$ cat src/rtl/kersram_r_if.sv
// Bus bundle between the kernel SRAM read engine, the SRAM banks and the PE array.
// The master side starts bursts and consumes weights; the slave side is the read engine.
interface kersram_r_if #(
  parameter int KER_AW = 11,
  parameter int KER_DW = 64,
  parameter int KER_NB = 8
) ();
  logic                     start_ker_read;
  logic [KER_AW-1:0]        ker_read_base;
  logic [KER_AW:0]          ker_read_len;
  logic                     ker_read_busy;
  logic                     ker_read_done;
  logic [KER_NB-1:0]        cen_kersr;
  logic [KER_NB-1:0]        wen_kersr;
  logic [KER_AW-1:0]        addr__kersr;
  logic [KER_NB*KER_DW-1:0] dout_kersr;
  logic [KER_NB*KER_DW-1:0] ker_data_dout;
  logic                     ker_data_valid;
  logic                     ker_data_ready;

  modport master (
    output start_ker_read, ker_read_base, ker_read_len, dout_kersr, ker_data_ready,
    input  ker_read_busy, ker_read_done, cen_kersr, wen_kersr, addr__kersr,
           ker_data_dout, ker_data_valid
  );

  modport slave (
    input  start_ker_read, ker_read_base, ker_read_len, dout_kersr, ker_data_ready,
    output ker_read_busy, ker_read_done, cen_kersr, wen_kersr, addr__kersr,
           ker_data_dout, ker_data_valid
  );
endinterface

$ cat src/rtl/kersram_r.sv
// Kernel SRAM burst reader: issues lockstep reads across all banks and streams the
// returned words through a 2-entry FIFO to the PE array with valid/ready flow control.
module kersram_r #(
  parameter int KER_AW = 11,
  parameter int KER_DW = 64,
  parameter int KER_NB = 8
) (
  input  logic clk,
  input  logic reset,
  kersram_r_if.slave bus
);
  localparam int W = KER_NB * KER_DW;
  localparam logic [KER_AW-1:0] ADDR_ONE = 1;
  localparam logic [KER_AW:0]   REM_ONE  = 1;

  typedef enum logic [1:0] {IDLE, READ, DRAIN} state_t;

  state_t            state;
  logic [KER_AW-1:0] cur_addr;
  logic [KER_AW-1:0] addr_hold;
  logic [KER_AW:0]   remaining;
  logic              inflight;
  logic [1:0]        fifo_count;
  logic              rd_ptr;
  logic              wr_ptr;
  logic [W-1:0]      fifo_mem [2];
  logic              done_zero;

  logic       pop;
  logic       issue;
  logic       drain_done;
  logic [2:0] occupancy;

  // Count a word popped this cycle as already gone so full throughput survives ready=1.
  assign pop        = (fifo_count != 2'd0) && bus.ker_data_ready;
  assign occupancy  = {1'b0, fifo_count} + {2'b00, inflight} - {2'b00, pop};
  assign issue      = (state == READ) && (remaining != '0) && (occupancy < 3'd2);
  assign drain_done = (state == DRAIN) && !inflight && (fifo_count == {1'b0, pop});

  assign bus.cen_kersr      = issue ? '0 : '1;
  assign bus.wen_kersr      = '1;
  assign bus.addr__kersr    = issue ? cur_addr : addr_hold;
  assign bus.ker_data_valid = (fifo_count != 2'd0);
  assign bus.ker_data_dout  = fifo_mem[rd_ptr];
  assign bus.ker_read_done  = done_zero | drain_done;
  assign bus.ker_read_busy  = (state != IDLE) | done_zero;

  // Zero-length bursts never leave IDLE; done_zero supplies their single busy/done cycle.
  always_ff @(posedge clk or posedge reset) begin
    if (reset) begin
      state      <= IDLE;
      cur_addr   <= '0;
      addr_hold  <= '0;
      remaining  <= '0;
      inflight   <= 1'b0;
      fifo_count <= 2'd0;
      rd_ptr     <= 1'b0;
      wr_ptr     <= 1'b0;
      done_zero  <= 1'b0;
      for (int i = 0; i < 2; i++) fifo_mem[i] <= '0;
    end else begin
      done_zero  <= 1'b0;
      inflight   <= issue;
      fifo_count <= fifo_count + {1'b0, inflight} - {1'b0, pop};
      if (inflight) begin
        fifo_mem[wr_ptr] <= bus.dout_kersr;
        wr_ptr           <= ~wr_ptr;
      end
      if (pop) rd_ptr <= ~rd_ptr;
      if (issue) begin
        cur_addr  <= cur_addr + ADDR_ONE;
        addr_hold <= cur_addr;
        remaining <= remaining - REM_ONE;
      end
      case (state)
        IDLE: begin
          if (bus.start_ker_read) begin
            cur_addr  <= bus.ker_read_base;
            remaining <= bus.ker_read_len;
            if (bus.ker_read_len == '0) done_zero <= 1'b1;
            else                        state     <= READ;
          end
        end
        READ: begin
          if (issue && (remaining == REM_ONE)) state <= DRAIN;
        end
        DRAIN: begin
          if (drain_done) state <= IDLE;
        end
        default: state <= IDLE;
      endcase
    end
  end
endmodule

$ cat src/flat_wrapper.sv
// flat-port wrapper written by rule: the top's interface ports become plain ports
module kersram_r_flat 
#(
  parameter int KER_AW = 11,
  parameter int KER_DW = 64,
  parameter int KER_NB = 8
)
  (clk, reset, bus_start_ker_read, bus_ker_read_base, bus_ker_read_len, bus_dout_kersr, bus_ker_data_ready, bus_ker_read_busy, bus_ker_read_done, bus_cen_kersr, bus_wen_kersr, bus_addr__kersr, bus_ker_data_dout, bus_ker_data_valid);
  kersram_r_if #(.KER_AW(KER_AW), .KER_DW(KER_DW), .KER_NB(KER_NB)) bus_i ();
  input  logic clk;
  input  logic reset;
  input wire logic [$bits(bus_i.start_ker_read)-1:0] bus_start_ker_read;
  input wire logic [$bits(bus_i.ker_read_base)-1:0] bus_ker_read_base;
  input wire logic [$bits(bus_i.ker_read_len)-1:0] bus_ker_read_len;
  input wire logic [$bits(bus_i.dout_kersr)-1:0] bus_dout_kersr;
  input wire logic [$bits(bus_i.ker_data_ready)-1:0] bus_ker_data_ready;
  output wire logic [$bits(bus_i.ker_read_busy)-1:0] bus_ker_read_busy;
  output wire logic [$bits(bus_i.ker_read_done)-1:0] bus_ker_read_done;
  output wire logic [$bits(bus_i.cen_kersr)-1:0] bus_cen_kersr;
  output wire logic [$bits(bus_i.wen_kersr)-1:0] bus_wen_kersr;
  output wire logic [$bits(bus_i.addr__kersr)-1:0] bus_addr__kersr;
  output wire logic [$bits(bus_i.ker_data_dout)-1:0] bus_ker_data_dout;
  output wire logic [$bits(bus_i.ker_data_valid)-1:0] bus_ker_data_valid;
  assign bus_i.start_ker_read = bus_start_ker_read;
  assign bus_i.ker_read_base = bus_ker_read_base;
  assign bus_i.ker_read_len = bus_ker_read_len;
  assign bus_i.dout_kersr = bus_dout_kersr;
  assign bus_i.ker_data_ready = bus_ker_data_ready;
  assign bus_ker_read_busy = bus_i.ker_read_busy;
  assign bus_ker_read_done = bus_i.ker_read_done;
  assign bus_cen_kersr = bus_i.cen_kersr;
  assign bus_wen_kersr = bus_i.wen_kersr;
  assign bus_addr__kersr = bus_i.addr__kersr;
  assign bus_ker_data_dout = bus_i.ker_data_dout;
  assign bus_ker_data_valid = bus_i.ker_data_valid;
  kersram_r #(.KER_AW(KER_AW), .KER_DW(KER_DW), .KER_NB(KER_NB)) u_core (.clk(clk), .reset(reset), .bus(bus_i));
endmodule
$ cat config.mk
export PLATFORM = sky130hd
export DESIGN_NAME = kersram_r_flat
export DESIGN_NICKNAME = d
export VERILOG_FILES = /design/src/rtl/kersram_r_if.sv /design/src/rtl/kersram_r.sv /design/src/flat_wrapper.sv
export SDC_FILE = /design/constraint.sdc
export NUM_CORES = 2
export LEC_CHECK = 0
export BUFFER_PORTS_ARGS = -buffer_cell sky130_fd_sc_hd__buf_2
export CAP_MARGIN = 10
export CORE_AREA = 2 2 420 422
export DETAILED_ROUTE_END_ITERATION = 16
export DIE_AREA = 0 0 422 424
export RECOVER_POWER = 25
export SLEW_MARGIN = 20
export SYNTH_ARGS = -nofsm -noshare
export SYNTH_HDL_FRONTEND = slang
export SYNTH_SLANG_ARGS = --single-unit
$ cat constraint.sdc
create_clock -name clk -period 76.4 [get_ports clk]
set_clock_uncertainty 0.15 [all_clocks]
set_input_delay 15.28 -clock clk [delete_from_list [all_inputs] [get_ports clk]]
set_output_delay 15.28 -clock clk [all_outputs]
set_load 0.01 [all_outputs]
Word level (Yosys, flattened, before mapping)
Index checks and enable logic that the tools add are counted.
Widths: inputs -> output; s select.
{"block": "word_totals", "regBits": 1066, "in_bits": 539, "output_inout_bits": 542, "elab_cells": 71}
{"block": "op_classes", "n_addsub": 6, "order_cmp": 4, "n_eq_ne": 8, "n_mux": 22, "bitwise": 6, "reduce_logical": 14}
{"operator": "$mux 512", "n": 4}
{"operator": "$bwmux 1024", "n": 1}
{"operator": "$demux 512 s1", "n": 1}
{"operator": "$mux 11", "n": 4}
{"operator": "$mux 12", "n": 3}
{"operator": "$eq 12x1->1 const B", "n": 1}
{"operator": "$logic_not 12->1", "n": 1}
{"operator": "$reduce_bool 12->1", "n": 1}
{"operator": "$sub 12x1->12 const B", "n": 1}
{"operator": "$add 11x1->11 const B", "n": 1}
{"operator": "$mux 2", "n": 4}
{"operator": "$mux 8", "n": 1}
{"operator": "$logic_and 1x1->1", "n": 7}
{"operator": "$ne 2x2->1 const B", "n": 3}
{"operator": "$pmux 2 s3", "n": 1}
{"operator": "$ge 2x2->1 const B", "n": 2}
{"operator": "$not 1->2", "n": 2}
{"operator": "$reduce_and 4->1", "n": 1}
{"operator": "$reduce_bool 2->1", "n": 2}
{"operator": "$add 2x1->3", "n": 1}
{"operator": "$lt 3x2->1 const B", "n": 1}
{"operator": "$mux 1", "n": 3}
{"operator": "$sub 3x1->3", "n": 1}
{"operator": "$add 2x1->2", "n": 1}
{"operator": "other kinds (10)", "n": 12}

Longest topological paths before layout
{"block": "logic_depth", "ltp_word": 8, "depth_mapped": 14, "ltp_nobuf": 12}

Worst setup path before layout
OpenSTA, ideal clock, no wires.
{"block": "synth_path", "path_type": "input-to-output", "start": "in bus_ker_data_ready", "end": "out bus_addr__kersr[8]", "arrival_ns": 17.750, "required_time_ns": 60.970, "setup_slack_ns": 43.220, "cell_stages": 11, "path_buffers": 2, "path_cell_list": "and2_1 ha_1 inv_1 ha_1 fa_1 nor3b_2 and2_1 clkbuf_1 nand2_1 buf_4 o21ai_0"}
{"block": "synth_between", "elab_chain_len": 5}
{"element": "start: declaration", "line": "flat_wrapper.sv:16", "source": "input wire logic [$bits(bus_i.ker_data_ready)-1:0] bus_ker_data_ready;"}
{"element": "$logic_and 1x1->1", "line": "kersram_r.sv:35", "source": "assign pop = (fifo_count != 2'd0) && bus.ker_data_ready;"}
{"element": "$sub 3x1->3", "line": "kersram_r.sv:36", "source": "assign occupancy = {1'b0, fifo_count} + {2'b00, inflight} - {2'b00, pop};"}
{"element": "net u_core.occupancy[1]", "line": "kersram_r.sv:32", "source": "logic [2:0] occupancy;"}
{"element": "$lt 3x2->1", "line": "kersram_r.sv:37", "source": "assign issue = (state == READ) && (remaining != '0) && (occupancy < 3'd2);"}
{"element": "$logic_and 1x1->1", "line": "kersram_r.sv:37"}
{"element": "$mux 11", "line": "kersram_r.sv:42", "source": "assign bus.addr__kersr = issue ? cur_addr : addr_hold;"}
{"element": "end: declaration", "line": "flat_wrapper.sv:21", "source": "output wire logic [$bits(bus_i.addr__kersr)-1:0] bus_addr__kersr;"}
The timed path passes the listed nets, and every way through them passes these cells.

Final worst setup path
{"block": "layout_path", "start": "in bus_ker_data_ready", "end": "out bus_addr__kersr[8]"}
{"block": "layout_between", "elab_chain_len": 5}
{"element": "$logic_and 1x1->1", "line": "kersram_r.sv:35"}
{"element": "net u_core.pop", "line": "kersram_r.sv:29", "source": "logic pop;"}
{"element": "$sub 3x1->3", "line": "kersram_r.sv:36"}
{"element": "net u_core.occupancy[1]", "line": "kersram_r.sv:32"}
{"element": "$lt 3x2->1", "line": "kersram_r.sv:37"}
{"element": "$logic_and 1x1->1", "line": "kersram_r.sv:37"}
{"element": "$mux 11", "line": "kersram_r.sv:42"}
The timed path passes the listed nets, and every way through them passes these cells.

==> Implementation_results.wiki <==
{| class="wikitable"
! Metric !! Value
|-
| Global-route wire length before repair || 201,000 um
|-
| Initial Util || 26.3%
|-
| Core area || 0.175 mm2
|-
| Final worst hold slack || 346 ps
|-
| Number of warning messages in the yosys log || 0
|-
| Clock tree from TritonCTS || done
|-
| Dominant delay contributor by cell family on the critical path || simple AND/OR/NAND/NOR gates
|-
| Sequential share of the synthesized area || 58.0%
|-
| Vert. Die Dim || 424 um
|-
| Async set-or-reset flop fraction in the synthesized netlist || 100%
|-
| Cell Rows || 154
|-
| Die span in x || 422 um
|-
| Highest-delay cell along the critical path || sky130_fd_sc_hd__nand2_1
|-
| GPL Wtd Cong || 0.845
|-
| Worst endpoint data arrival time || 18,490 ps
|-
| Critical Path, Cell by Cell || buf_2 -> and2_1 -> ha_1 -> inv_1 -> ha_1 -> fa_1 -> nor3b_2 -> and2_1 -> nand2_1 -> o21ai_0 -> buf_2
|-
| Post-synth top area cell || sky130_fd_sc_hd__dfrtp_1
|-
| CTS HTree Levels || 3
|-
| Hold Fails Final Rpt || 0
|-
| Leakage power total || 25.2 nW
|-
| Overall die area || 0.179 mm2
|-
| Most common cell after layout, fill and taps aside || sky130_fd_sc_hd__mux2_2
|-
| Clock root buffer || sky130_fd_sc_hd__clkbuf_16
|-
| CP peak stage delay || 560 ps
|-
| Pin count of the biggest net entering global routing || 171
|-
| Critical path data required time || 60,970 ps
|-
| Number of detailed-route iterations in the first pass || 6
|-
| Commonest cells after routing, fill and taps aside || sky130_fd_sc_hd__mux2_2, sky130_fd_sc_hd__dfrtp_1, sky130_fd_sc_hd__buf_2
|-
| Maximum clock frequency || 29.5 MHz
|-
| Run status || completed
|-
| Inserted Clock Buffers || 117
|-
| Port Buf Inserts || 1,072
|-
| Routed wire length || 137,000 um
|-
| Setup Viol. Count Final || 0
|-
| Placed Cells || 6,240
|-
| Initial DRC count || 1,285
|-
| Slew at the pin closest to its max-slew limit || 1140 ps
|-
| Syn Inst Count || 2,983
|-
| Routed wire length per instance || 21.1 um
|-
| Post-route DRC || 0
|-
| I/O Pins || 1,081
|-
| Fill cells || 17,500
|-
| Synth Area per Inst || 15.4 um2
|-
| Cell area after placement || 0.0538 mm2
|-
| Sum of negative setup slack || 0 ps
|-
| Peak supply drop || 0.0244 mV
|-
| Total count of max-transition violations in the final report || 0
|-
| Relative max-transition margin || 23.8%
|-
| Most common flop cell mapped by yosys || sky130_fd_sc_hd__dfrtp_1
|-
| Netlist area before placement || 0.0460 mm2
|-
| Vias in the first global route || 30,800
|-
| Clock Latency Late Sink || 750 ps
|-
| Largest buffer count on any clock path || 3
|-
| Yosys top cell area share || 58.0%
|-
| Setup repair after global routing missed its margin || no
|-
| Worst setup EP type || output pin
|-
| Clock Pin Slew Worst Setup and Hold Paths || 60 ps
|-
| Number of nets in the layout || 4,566
|-
| Flop and latch count out of synthesis || 1,066
|-
| Maximum fanout encountered on the critical timing path || 21
|-
| Number of maximum-capacitance violations || 0
|-
| Crit path buffers/inverters || 3
|-
| Count of buffers added by post-CTS timing repair for setup || 0
|-
| Share of post-route cells with drive strength above 1 || 65.7%
|-
| Number of gates resized after cts || 0
|-
| Post-detail-place hpwl || 98,800 um
|-
| Power density cells || 49.4 mW/mm2
|-
| Vias per std cell || 4.45
|-
| Number of antenna violations at the first check in global routing || 57
|-
| Post-route insts no fill || 6,483
|-
| Final non-filler cell area || 0.0578 mm2
|-
| Post-Route Utilization || 33.1%
|-
| Critical path class || input pin to output pin
|-
| Post-DRT Antenna Nets || 0
|-
| DR vias || 28,800
|-
| Number of enable flip-flop cells after synthesis || 0
|-
| Hold-fix buffers, CTS || 0
|-
| Number of unique standard cell types used by synthesis || 48
|-
| Fin crit share || 44.4%
|-
| Overall global routing resource usage || 14.8%
|-
| Final worst path period need || 33,920 ps
|-
| Layout area overhead || 25.8%
|-
| Startpoint type of the worst setup path || input pin
|-
| Path type of the worst min-delay path || flip-flop to flip-flop
|-
| Largest cells by area after synthesis || sky130_fd_sc_hd__dfrtp_1, sky130_fd_sc_hd__mux2_2, sky130_fd_sc_hd__clkbuf_1, sky130_fd_sc_hd__buf_4, sky130_fd_sc_hd__a31oi_1
|-
| GR Overflow Total || 0
|-
| Sinks on the clock net || 1,066
|}
logic make-up (layout without fill, tap and decap cells):
| family | after synthesis | count (layout) | share of synthesized area (%) |
|---|---|---|---|
| buffers and inverters | 208 | 1334 | 1.84 |
| AOI/OAI and AO/OA | 50 | 50 | 0.719 |
| other | 1 | 35 | 0.00816 |
| muxes | 1546 | 1546 | 37.9 |
| DFF | 1066 | 1066 | 58.0 |
| and+or+nand+nor | 103 | 103 | 1.30 |
| adders and majority gates | 6 | 6 | 0.180 |
| xor gates and xnor gates | 3 | 3 | 0.0572 |
power breakdown:
| group | internal [mW] | switching, mW | total, mW | leakage [nW] |
|---|---|---|---|---|
| registers | 0.858 | 0.141 | 0.998 | 12.4 |
| clock network | 0.356 | 0.241 | 0.597 | 2.02 |
| logic | 0.652 | 0.609 | 1.26 | 10.7 |
worst reg2reg max path, stage by stage (launching register included):
cell and delay (ps):
sky130_fd_sc_hd__dfrtp_1 500, sky130_fd_sc_hd__nand2b_4 640, sky130_fd_sc_hd__buf_4 910, sky130_fd_sc_hd__buf_4 900, sky130_fd_sc_hd__buf_4 970, sky130_fd_sc_hd__buf_4 690
sky130_fd_sc_hd__mux2_2 450
layer usage:
metal	up-vias	GRT usage (%)	routed length, um
li1	12900	-	-
met1	15000	17.8	56200
met2	703	24.6	67400
met5	-	0	213
met3	254	4.25	8530
met4	30	6.46	4550
final timing paths:
path / startpoint / to / slack, ps / cells after the start
worst min register to register: u_core.addr_hold[6] / u_core.addr_hold[6] / 350 / 1
worst max register to register: u_core.inflight / u_core.fifo_mem[712] / 71130 / 6
worst max-delay path: bus_ker_data_ready / bus_addr__kersr[8] / 42480 / 11
worst min-delay path: u_core.addr_hold[6] / u_core.addr_hold[6] / 350 / 1
min in group asynchronous: reset / u_core.fifo_mem[67] / 14500 / 2
max in group asynchronous: reset / u_core.fifo_mem[193] / 57550 / 7
Yosys cell counts (3+ instances only):
cell	n
sky130_fd_sc_hd__o21ai_0	12
sky130_fd_sc_hd__buf_2	3
sky130_fd_sc_hd__buf_4	16
sky130_fd_sc_hd__inv_1	12
sky130_fd_sc_hd__o31ai_1	9
sky130_fd_sc_hd__and4_1	3
sky130_fd_sc_hd__clkbuf_1	174
sky130_fd_sc_hd__and2_1	3
sky130_fd_sc_hd__xor2_1	3
sky130_fd_sc_hd__buf_1	3
sky130_fd_sc_hd__or4_1	8
sky130_fd_sc_hd__a31oi_1	17
sky130_fd_sc_hd__ha_1	5
sky130_fd_sc_hd__nor2_1	21
sky130_fd_sc_hd__o211ai_1	3
sky130_fd_sc_hd__nand3b_1	4
sky130_fd_sc_hd__nand2b_1	3
sky130_fd_sc_hd__nand2_1	16
sky130_fd_sc_hd__nand4_1	5
sky130_fd_sc_hd__or3_1	3
sky130_fd_sc_hd__dfrtp_1	1066
sky130_fd_sc_hd__nand3_1	12
sky130_fd_sc_hd__nor4_1	6
sky130_fd_sc_hd__nor3_1	4
sky130_fd_sc_hd__mux2_2	1546
sequential cells by signal (all words and copies together) (netlist names):
register and flops:
u_core.fifo_count 2, u_core.wr_ptr 1, u_core.rd_ptr 1, u_core.addr_hold 11
u_core.cur_addr 11, u_core.done_zero 1, u_core.inflight 1, u_core.remaining 12
u_core.state 2, u_core.fifo_mem 1024
final cells by class:
type | count | area [um2] | area share, %
Sequential cell | 1066 | 26700 | 46.1
Antenna cell | 27 | 67.6 | 0.117
Clock inverter | 53 | 707 | 1.22
Timing Repair Buffer | 1108 | 5540 | 9.57
Clock buffer | 161 | 3380 | 5.85
Tap cell | 2340 | 2930 | 5.06
Multi-Input combinational cell | 1716 | 18500 | 32.0
Inverter | 12 | 52.6 | 0.0908
per-stage QoR:
| step | worst slack, ps | total power [mW] |
|---|---|---|
| 3_5_place_dp | 42590 | 2.28 |
| 2_1_floorplan | 30960 | 1.81 |
| 3_3_place_gp | 42660 | 2.25 |
| 4_1_cts | 42580 | 2.89 |
| 6_report | 42480 | 2.86 |
| 5_1_grt | 42350 | 3.01 |
(Power assumes the default switching activity.)
